**config.mk**
```make
export PLATFORM = sky130hd
export DESIGN_NAME = priority_arbiter
export DESIGN_NICKNAME = d
export VERILOG_FILES = /design/src/rtl/priority_arbiter.sv
export SDC_FILE = /design/constraint.sdc
export NUM_CORES = 1
export LEC_CHECK = 0
export CELL_PAD_IN_SITES_DETAIL_PLACEMENT = 0
export CELL_PAD_IN_SITES_GLOBAL_PLACEMENT = 1
export CORE_MARGIN = 2
export CORE_UTILIZATION = 43
export DETAILED_ROUTE_END_ITERATION = 12
export DONT_BUFFER_PORTS = 1
export GPL_TIMING_DRIVEN = 0
export PLACE_DENSITY_LB_ADDON = 0.1
export SKIP_LAST_GASP = 1
export SYNTH_ARGS = -nofsm -noshare
export SYNTH_HDL_FRONTEND = slang
export SYNTH_SLANG_ARGS = --single-unit
```
**constraint.sdc**
```tcl
create_clock -name clk -period 3.59 [get_ports clk]
set_input_delay 0.718 -clock clk [delete_from_list [all_inputs] [get_ports clk]]
set_output_delay 0.718 -clock clk [all_outputs]
set_load 0.05 [all_outputs]
```
**src/rtl/priority_arbiter.sv**
```systemverilog
// priority_arbiter: eight-requester arbiter with fixed or round-robin
// priority, bounded grant hold and fully registered outputs.
module priority_arbiter #(
    parameter int unsigned MAX_HOLD = 4
) (
    input  logic       clk,
    input  logic       rst,
    input  logic       en,
    input  logic [7:0] req,
    input  logic       rr_mode,
    output logic [7:0] gnt,
    output logic [2:0] gnt_id,
    output logic       gnt_vld
);

    localparam int unsigned   HW       = $clog2(MAX_HOLD + 1);
    localparam logic [HW-1:0] HOLD_MAX = HW'(MAX_HOLD);
    localparam logic [HW-1:0] HOLD_ONE = HW'(1);

    typedef enum logic {
        IDLE,
        GRANT
    } state_t;

    state_t        state;
    state_t        state_d;
    logic [2:0]    ptr;
    logic [2:0]    ptr_d;
    logic [HW-1:0] hold_cnt;
    logic [HW-1:0] cnt_d;
    logic [7:0]    gnt_d;
    logic [2:0]    id_d;
    logic          vld_d;

    logic [7:0] fix_hot;
    logic [2:0] fix_id;
    logic [2:0] sh;
    logic [7:0] rot;
    logic [7:0] rot_hot;
    logic [2:0] rot_k;
    logic [2:0] rot_id;
    logic [2:0] win_id;
    logic [7:0] win_hot;
    logic       any_req;
    logic       rel;
    logic       take;

    // Keep only the most significant set bit (isolate lowest of reversal).
    function automatic logic [7:0] top_hot(input logic [7:0] v);
        logic [7:0] rev;
        logic [7:0] iso;
        logic [7:0] hot;
        for (int i = 0; i < 8; i++) begin
            rev[i] = v[7-i];
        end
        iso = rev & (~rev + 8'd1);
        for (int i = 0; i < 8; i++) begin
            hot[i] = iso[7-i];
        end
        return hot;
    endfunction

    // One-hot to binary; zero input maps to index 0.
    function automatic logic [2:0] enc8(input logic [7:0] hot);
        logic [2:0] id;
        unique case (1'b1)
            hot[7]:  id = 3'd7;
            hot[6]:  id = 3'd6;
            hot[5]:  id = 3'd5;
            hot[4]:  id = 3'd4;
            hot[3]:  id = 3'd3;
            hot[2]:  id = 3'd2;
            hot[1]:  id = 3'd1;
            hot[0]:  id = 3'd0;
            default: id = 3'd0;
        endcase
        return id;
    endfunction

    // Winner selection: fixed picks the top bit; round-robin rotates req so
    // that index ptr lands on bit 7, then reuses the same top-bit search.
    always_comb begin
        any_req = |req;
        fix_hot = top_hot(req);
        fix_id  = enc8(fix_hot);
        sh      = ptr + 3'd1;
        rot     = 8'({req, req} >> sh);
        rot_hot = top_hot(rot);
        rot_k   = enc8(rot_hot);
        rot_id  = rot_k + sh;
        win_id  = rr_mode ? rot_id : fix_id;
        win_hot = 8'd1 << win_id;
    end

    // Release when the holder drops its request or the burst is used up.
    always_comb begin
        rel = ~req[gnt_id] | (hold_cnt == HOLD_MAX);
    end

    // Next-state and next-output logic for the IDLE/GRANT machine.
    always_comb begin
        state_d = state;
        ptr_d   = ptr;
        cnt_d   = hold_cnt;
        gnt_d   = gnt;
        id_d    = gnt_id;
        vld_d   = gnt_vld;
        take    = 1'b0;
        unique case (state)
            IDLE: begin
                if (en && any_req) begin
                    take = 1'b1;
                end
            end
            GRANT: begin
                if (!rel) begin
                    cnt_d = hold_cnt + HOLD_ONE;
                end else if (en && any_req) begin
                    take = 1'b1;
                end else begin
                    state_d = IDLE;
                    gnt_d   = 8'd0;
                    vld_d   = 1'b0;
                    cnt_d   = '0;
                end
            end
            default: begin
                state_d = IDLE;
                gnt_d   = 8'd0;
                vld_d   = 1'b0;
                cnt_d   = '0;
            end
        endcase
        if (take) begin
            state_d = GRANT;
            gnt_d   = win_hot;
            id_d    = win_id;
            vld_d   = 1'b1;
            cnt_d   = HOLD_ONE;
            ptr_d   = win_id - 3'd1;
        end
    end

    // State and output registers; reset wins over any held grant.
    always_ff @(posedge clk) begin
        if (rst) begin
            state    <= IDLE;
            ptr      <= 3'd7;
            hold_cnt <= '0;
            gnt      <= 8'd0;
            gnt_id   <= 3'd0;
            gnt_vld  <= 1'b0;
        end else begin
            state    <= state_d;
            ptr      <= ptr_d;
            hold_cnt <= cnt_d;
            gnt      <= gnt_d;
            gnt_id   <= id_d;
            gnt_vld  <= vld_d;
        end
    end

endmodule

```
==> results of run 1 <==
==> cell usage in the layout (no fill, tap or decap), types with 2 or more instances in the layout <==
cell | synthesis | routed
sky130_fd_sc_hd__o22ai_1 | 2 | 2
sky130_fd_sc_hd__inv_1 | 9 | 9
sky130_fd_sc_hd__mux4_2 | 3 | 4
sky130_fd_sc_hd__nand2b_1 | 2 | 2
sky130_fd_sc_hd__ha_1 | 9 | 8
sky130_fd_sc_hd__clkbuf_4 | 0 | 3
sky130_fd_sc_hd__mux2i_2 | 0 | 5
sky130_fd_sc_hd__a211o_1 | 2 | 2
sky130_fd_sc_hd__mux2_2 | 7 | 6
sky130_fd_sc_hd__buf_4 | 0 | 10
sky130_fd_sc_hd__a32oi_1 | 6 | 5
sky130_fd_sc_hd__dfxtp_1 | 19 | 17
sky130_fd_sc_hd__mux2i_4 | 0 | 3
sky130_fd_sc_hd__nor2_1 | 17 | 17
sky130_fd_sc_hd__nand2_1 | 15 | 15
sky130_fd_sc_hd__clkbuf_1 | 3 | 4
sky130_fd_sc_hd__o21ai_1 | 0 | 5
sky130_fd_sc_hd__nor3_1 | 3 | 3
sky130_fd_sc_hd__o21ai_0 | 10 | 5
sky130_fd_sc_hd__a21o_1 | 3 | 3
sky130_fd_sc_hd__a21oi_1 | 15 | 14
sky130_fd_sc_hd__and2_1 | 5 | 5
==> routing by layer <==
layer | GRT usage [%] | vias up | routed length (microns)
met3 | 5.586 | 6 | 240
li1 | - | 641 | -
met5 | 0 | - | 0
met2 | 30.65 | 36 | 1624
met4 | 3.056 | 0 | 31
met1 | 27.13 | 610 | 1769
==> cells by family (layout without fill, tap and decap cells) <==
group           count (synthesis)  count (layout)  synth area share [%]
xor+xnor                        3               3                 3.210
flops                          19              19                 25.68
mux                            21              21                 19.51
fa+ha+maj                      10              10                 8.953
buf+inv                        15              29                 3.969
simple gates                   51              51                 16.13
compound gates                 47              47                 22.55
==> sequential cells by signal, summed over array words and instances, names as in the netlist <==
signal    cells
ptr           3
gnt           8
gnt_id        3
hold_cnt      3
gnt_vld       1
state         1
==> per-stage QoR <==
stage	setup WS, ns	hold WS, ns	cell area (sq um)
floorplan	0.02383	0.4547	1516
CTS	-0.1284	0.5049	1744
detailed placement	-0.4883	0.4906	1574
finish	-0.1319	0.4983	1809
global placement	-0.4948	0.4705	1574
global route	-0.2403	0.5237	1809
==> power by group <==
group	internal [mW]	total (mW)	switching (mW)
clock	0.0432	0.108	0.0647
combinational	0.537	1.08	0.539
sequential	0.253	0.391	0.138
total	0.834	1.58	0.743
==> timing repair <==
item,CTS,global route
endpoints found under the setup margin,11,11
pin swaps,4,3
buffers inserted,9,2
resized for setup,21,13
gates cloned,0,0
==> final cells by class <==
| cell class | instances | area [sq um] | area share (%) |
|---|---|---|---|
| multi-input cells | 132 | 1196 | 66.11 |
| well taps | 46 | 57.56 | 3.181 |
| repair buffers | 11 | 90.09 | 4.979 |
| flip-flops and latches | 19 | 385.4 | 21.30 |
| plain buffers | 4 | 16.27 | 0.8990 |
| clock buffers | 4 | 26.28 | 1.452 |
| inverters | 10 | 37.54 | 2.075 |
==> worst register-to-register path, stage by stage (launching register included) <==
cell                        delay [ns]
sky130_fd_sc_hd__dfxtp_2          0.36
sky130_fd_sc_hd__ha_4             0.27
sky130_fd_sc_hd__buf_4            0.15
sky130_fd_sc_hd__mux2i_4          0.19
sky130_fd_sc_hd__mux4_2           0.54
sky130_fd_sc_hd__o21ai_1          0.14
sky130_fd_sc_hd__and2_1           0.13
sky130_fd_sc_hd__a221o_1          0.11
sky130_fd_sc_hd__ha_1             0.14
sky130_fd_sc_hd__inv_1            0.05
sky130_fd_sc_hd__fa_2             0.32
sky130_fd_sc_hd__xnor3_1          0.26
sky130_fd_sc_hd__buf_4            0.12
sky130_fd_sc_hd__nand2_1          0.08
sky130_fd_sc_hd__a21o_1           0.24
sky130_fd_sc_hd__o31a_4           0.16
sky130_fd_sc_hd__a2111oi_4        0.29
sky130_fd_sc_hd__nor3_1           0.07
==> path summary, 6_finish.rpt <==
check,startpoint,endpoint,slack [ns]
max,ptr[1]$_SDFFE_PP1P_,ptr[2]$_SDFFE_PP1P_,-0.13
min,hold_cnt[2]$_SDFFE_PP0P_,hold_cnt[2]$_SDFFE_PP0P_,0.50
max reg2reg,ptr[1]$_SDFFE_PP1P_,ptr[2]$_SDFFE_PP1P_,-0.13
min reg2reg,hold_cnt[2]$_SDFFE_PP0P_,hold_cnt[2]$_SDFFE_PP0P_,0.50
==> metrics.yaml, run 1 <==
status: "finished with violations"
failed_checks: "setup timing"
design.die.area_sq_mm: 0.003931
number_of_flip_flops_and_latches_in_the_synthesized_netlist: 19
cap_violations: 0
vdd_ir_drop_max_mv: 0.4175
numCtsBuffers: 3
reg2reg_depth: 17
clockRootBuffer: "sky130_fd_sc_hd__clkbuf_4"
vias_per_cell: 5.721
placed_cells_incl_taps: 212
core.rowCount: 21
timing.max_slew.rel_slack_pct: 54.73
top_fanout_value_on_the_critical_path: 6
required_ns: 3.79
routed_wirelength_microns: 3665
slowest_cell_on_the_critical_path: "sky130_fd_sc_hd__mux4_2"
totalNegativeSetupSlack_ns: -0.4011
worstSetupPathType: "reg2reg"
clock_tree_from_tritoncts: "yes"
place_hpwl_microns: 2642
ys.warnings.count: 0
hold_viol_final: 0
post_route_cells_drive_above_1_share_pct: 27.22
synth-async-reset-ratio_pct: 0
yosys_most_used_dff: "sky130_fd_sc_hd__dfxtp_1"
synth_common_cells: "sky130_fd_sc_hd__dfxtp_1 (19), sky130_fd_sc_hd__nor2_1 (17), sky130_fd_sc_hd__a21oi_1 (15), sky130_fd_sc_hd__nand2_1 (15), sky130_fd_sc_hd__o21ai_0 (10)"
detail-route-antenna-nets: 0
area.growth.synth_to_final_pct: 22.13
core_area_sq_mm: 0.003311
timing_max_transition_violations_final: 0
htree_levels: 1
dr_total_vias: 1293
worst_setup_path_end_kind: "flop"
timing.clock.skew_ns: 0.01174
die_width_microns: 62.70
drt-initial-drc-count: 110
groute.usage.overall_pct: 19.49
setup.worst_path.start_class: "flop"
leakagePower_nw: 0.6989
synthTopCellsByArea: "sky130_fd_sc_hd__dfxtp_1 (26%), sky130_fd_sc_hd__ha_1 (7.6%), sky130_fd_sc_hd__mux2i_1 (6.1%), sky130_fd_sc_hd__mux2_2 (5.3%), sky130_fd_sc_hd__a21oi_1 (5.1%)"
total_power_consumption_mw: 1.576
place_congestion: 0.7365
clock-sinks: 19
timing.final.setup_violations: 9
maximum_number_of_pins_on_one_net_before_global_route_repair: 11
synth_cell_type_count: 42
crit_path_frequent_cell: "sky130_fd_sc_hd__buf_4"
max_clock_freq_mhz: 268.7
grt_pass1_wl_microns: 6106
num_antenna_cells: 0
cts.hold.buffers_added: 0
timing.critical_path.max_delay_family: "compound AO/OA/AOI/OAI gates"
final.fill_count: 335
cp_num_buf_inv: 3
grt_pass1_vias: 1269
synth_most_common_cell: "sky130_fd_sc_hd__dfxtp_1"
hold_crit_depth: 2
finalNetCount: 203
die_y_microns: 62.70
wl_per_cell_microns: 16.22
tightest_slew_ns: 0.6729
crit_path_cell_trace: "ha_4 > buf_4 > mux2i_4 > mux4_2 > o21ai_1 > and2_1 > a221o_1 > ha_1 > inv_1 > fa_2 > xnor3_1 > buf_4 > nand2_1 > a21o_1 > o31a_4 > a2111oi_4 > nor3_1"
number_of_port_buffers: 0
synth.cell_area_sq_mm: 0.001481
top_level_ports: 24
post_syn_area_per_cell_sq_um: 8.924
worstSkewPairLatency_ns: 0.30
layout_setup_ws_ns: -0.1319
first_pass_iters: 4
fin_cells: 226
clk_pin_slew_ns: 0.11
worstPathArrival_ns: 3.92
initial_utilization_pct: 44.75
synth_fp_nets: 188
cell_count_after_synthesis: 166
antenna_found_initial: 0
grt_setup_unrepaired: "yes"
powerDensity_mw_per_mm2: 871.1
synth_enable_flop_cells: 0
final_period_minus_worst_setup_slack_ns: 3.722
worst-path-stages: 17
synth_top_cell_by_area: "sky130_fd_sc_hd__dfxtp_1"
critPathMaxStageDelay_ns: 0.54
globalRoute.totalOverflow: 0
clk_path_buf_depth: 2
min_period_over_period_pct: 103.7
drt_drc_violations_left: 0
synth.yosys.seq_area_share_pct: 25.68
final_core_utilization_pct: 54.65
netlist.area_leader.share_pct: 25.68
min-delay-path-class: "reg2reg"
Note: power is estimated with default switching activity, not from simulation.
==> run 2: changes to the inputs <==
--- a/config.mk
+++ b/config.mk
@@ -11,7 +11,6 @@
 export CORE_UTILIZATION = 43
 export DETAILED_ROUTE_END_ITERATION = 12
 export DONT_BUFFER_PORTS = 1
-export GPL_TIMING_DRIVEN = 0
 export PLACE_DENSITY_LB_ADDON = 0.1
 export SKIP_LAST_GASP = 1
 export SYNTH_ARGS = -nofsm -noshare
==> run 2 against run 1 <==
  * The run still ends with setup timing left
  * Routed wire length down 5.3%
  * Flip-flop and latch count unchanged
  * First-iteration DRC count down 9.1%
  * Critical path depth down 1
  * Power about the same
  * Setup slack better by 0.045 ns
  * Largest power group unchanged
  * Highest routed layer is now met3
==> metrics.yaml, run 2 (same netlist as run 1, synthesis figures left out) <==
clock-sinks: 19
top_level_ports: 24
htree_levels: 1
layout.cells.most_common_list: "sky130_fd_sc_hd__nor2_1 (17), sky130_fd_sc_hd__dfxtp_1 (17), sky130_fd_sc_hd__a21oi_1 (14), sky130_fd_sc_hd__nand2_1 (14), sky130_fd_sc_hd__buf_4 (13)"
reg2reg_depth: 16
antenna_found_initial: 0
final_core_utilization_pct: 53.82
final.fill_count: 338
area.growth.synth_to_final_pct: 20.27
final_period_minus_worst_setup_slack_ns: 3.677
final_cell_area_sq_mm: 0.001782
reg2reg_to: "gnt[6]$_SDFFE_PP0P_"
clockRootBuffer: "sky130_fd_sc_hd__clkbuf_4"
status: "finished with violations"
grt_setup_unrepaired: "yes"
globalRoute.totalOverflow: 0
vias_per_cell: 5.673
numCtsBuffers: 3
setup.reg_to_reg.worst_slack_ns: -0.09
top_register: "gnt"
core.rowCount: 21
fin_cells: 226
detail-route-antenna-nets: 0
timing.final.setup_violations: 5
postPlaceCellArea_sq_mm: 0.001625
powerDensity_mw_per_mm2: 884.0
dp_worst_setup_slack_ns: -0.09662
die_y_microns: 62.70
drt_drc_violations_left: 0
hold_viol_final: 0
routed_wirelength_microns: 3472
setup.worst_path.start_class: "flop"
post_route_cells_drive_above_1_share_pct: 28.89
timing.clock.skew_ns: 0.003849
grt_pass1_wl_microns: 5609
worst_hold_launch: "rst"
die_width_microns: 62.70
top_fanout_value_on_the_critical_path: 6
core_area_sq_mm: 0.003311
grt_pass1_vias: 1219
first_pass_iters: 4
tightest_slew_ns: 0.8489
worstPathArrival_ns: 3.87
worst_setup_path_end_kind: "flop"
clk_path_buf_depth: 2
initial_utilization_pct: 44.75
min-delay-path-class: "in2reg"
totalNegativeSetupSlack_ns: -0.3377
leakagePower_nw: 0.7068
largest_reg_flops: 8
launching_element_of_the_worst_setup_path: "ptr[0]$_SDFFE_PP1P_"
timing.max_slew.rel_slack_pct: 43.41
place_congestion: 0.7955
worstSkewPairLatency_ns: 0.29
rr_startpoint: "ptr[0]$_SDFFE_PP1P_"
drt-initial-drc-count: 100
wl_per_cell_microns: 15.36
cap_violations: 0
number_of_port_buffers: 0
timing_max_transition_violations_final: 0
failed_checks: "setup timing"
layout_setup_ws_ns: -0.08725
worstSetupPathType: "reg2reg"
clk_pin_slew_ns: 0.11
design.die.area_sq_mm: 0.003931
maximum_number_of_pins_on_one_net_before_global_route_repair: 22
vdd_ir_drop_max_mv: 0.3345
dr_total_vias: 1282
groute.usage.overall_pct: 17.66
placed_cells_incl_taps: 217
place_hpwl_microns: 2581
crit_path_end: "gnt[6]$_SDFFE_PP0P_"
cts.hold.buffers_added: 0
clock_tree_from_tritoncts: "yes"
max_clock_freq_mhz: 271.9
num_antenna_cells: 0
finalNetCount: 203
required_ns: 3.79
min_period_over_period_pct: 102.4
run 2: cell count changes in the layout (fill, tap and decap cells not counted), moves of 2 or more:
cell,delta
sky130_fd_sc_hd__mux2i_1,+5
sky130_fd_sc_hd__nand2_2,+2
sky130_fd_sc_hd__mux2i_2,-5
sky130_fd_sc_hd__inv_2,+2
sky130_fd_sc_hd__a32oi_2,+2
sky130_fd_sc_hd__clkbuf_1,-3
sky130_fd_sc_hd__buf_4,+3
sky130_fd_sc_hd__inv_1,-2
run 2: critical path, stage by stage, from the launching register on:
cell and delay, ns:
sky130_fd_sc_hd__dfxtp_2 0.35, sky130_fd_sc_hd__ha_4 0.28, sky130_fd_sc_hd__buf_8 0.15, sky130_fd_sc_hd__mux2i_4 0.19, sky130_fd_sc_hd__mux4_2 0.53, sky130_fd_sc_hd__nand2_2 0.11, sky130_fd_sc_hd__nor2_1 0.04, sky130_fd_sc_hd__a221o_1 0.32
sky130_fd_sc_hd__ha_1 0.19, sky130_fd_sc_hd__inv_2 0.05, sky130_fd_sc_hd__fa_2 0.18, sky130_fd_sc_hd__xnor3_1 0.24, sky130_fd_sc_hd__or2_4 0.26, sky130_fd_sc_hd__o31a_4 0.31, sky130_fd_sc_hd__buf_12 0.14, sky130_fd_sc_hd__a32oi_1 0.18
sky130_fd_sc_hd__nor2_1 0.05
run 2: per-layer routing:
layer | track usage (%) | share of wire, % | up-vias
li1 | - | - | 644
met1 | 25.03 | 47 | 609
met2 | 28.09 | 47 | 29
met3 | 5.225 | 6.1 | 0
met4 | 0.8333 | 0 | 0
met5 | 0 | 0 | -
run 2: power breakdown:
part / internal (mW) / total (mW) / leakage [nW] / switching (mW)
registers: 0.253 / 0.364 / 0.155 / 0.111
clock network: 0.0432 / 0.109 / 0.0150 / 0.0655
logic: 0.566 / 1.10 / 0.537 / 0.536
total: 0.862 / 1.57 / 0.707 / 0.713
run 2: per-stage QoR:
step	power, mW	hold WS (ns)
6_report	1.575	0.4773
3_3_place_gp	1.259	0.4616
3_5_place_dp	1.253	0.4850
2_1_floorplan	1.031	0.4547
5_1_grt	1.683	0.4469
4_1_cts	1.450	0.4643
run 2: worst min path at each step:
stage / end / slack [ns] / cells after the start
floorplan: hold_cnt[2]$_SDFFE_PP0P_ / 0.45 / 2
global route: state$_SDFF_PP0_ / 0.45 / 1
global placement: hold_cnt[2]$_SDFFE_PP0P_ / 0.46 / 2
CTS: state$_SDFF_PP0_ / 0.46 / 1
finish: gnt[2]$_SDFFE_PP0P_ / 0.48 / 1
detailed placement: hold_cnt[2]$_SDFFE_PP0P_ / 0.49 / 2
run 2: final cells by class:
| type | instances | area [sq um] | area share [%] |
|---|---|---|---|
| Clock buffer | 4 | 26.28 | 1.475 |
| Tap cell | 46 | 57.56 | 3.230 |
| Inverter | 10 | 37.54 | 2.107 |
| Multi-Input combinational cell | 132 | 1145 | 64.26 |
| Sequential cell | 19 | 382.9 | 21.49 |
| Timing Repair Buffer | 15 | 132.6 | 7.444 |
run 2: repair_timing:
| item | in CTS | in global routing |
|---|---|---|
| gates resized for setup | 9 | 19 |
| endpoints found under the setup margin | 1 | 11 |
| setup buffers | 3 | 2 |
| pin swaps | 5 | 8 |
==> run 3: changes to the inputs <==
--- a/config.mk
+++ b/config.mk
@@ -9,6 +9,7 @@
 export CELL_PAD_IN_SITES_GLOBAL_PLACEMENT = 1
 export CORE_MARGIN = 2
 export CORE_UTILIZATION = 43
+export CTS_CLUSTER_SIZE = 28
 export DETAILED_ROUTE_END_ITERATION = 12
 export DONT_BUFFER_PORTS = 1
 export PLACE_DENSITY_LB_ADDON = 0.1
==> results of run 3 <==
Final layout, timing and power as in run 2 (identical DEF).
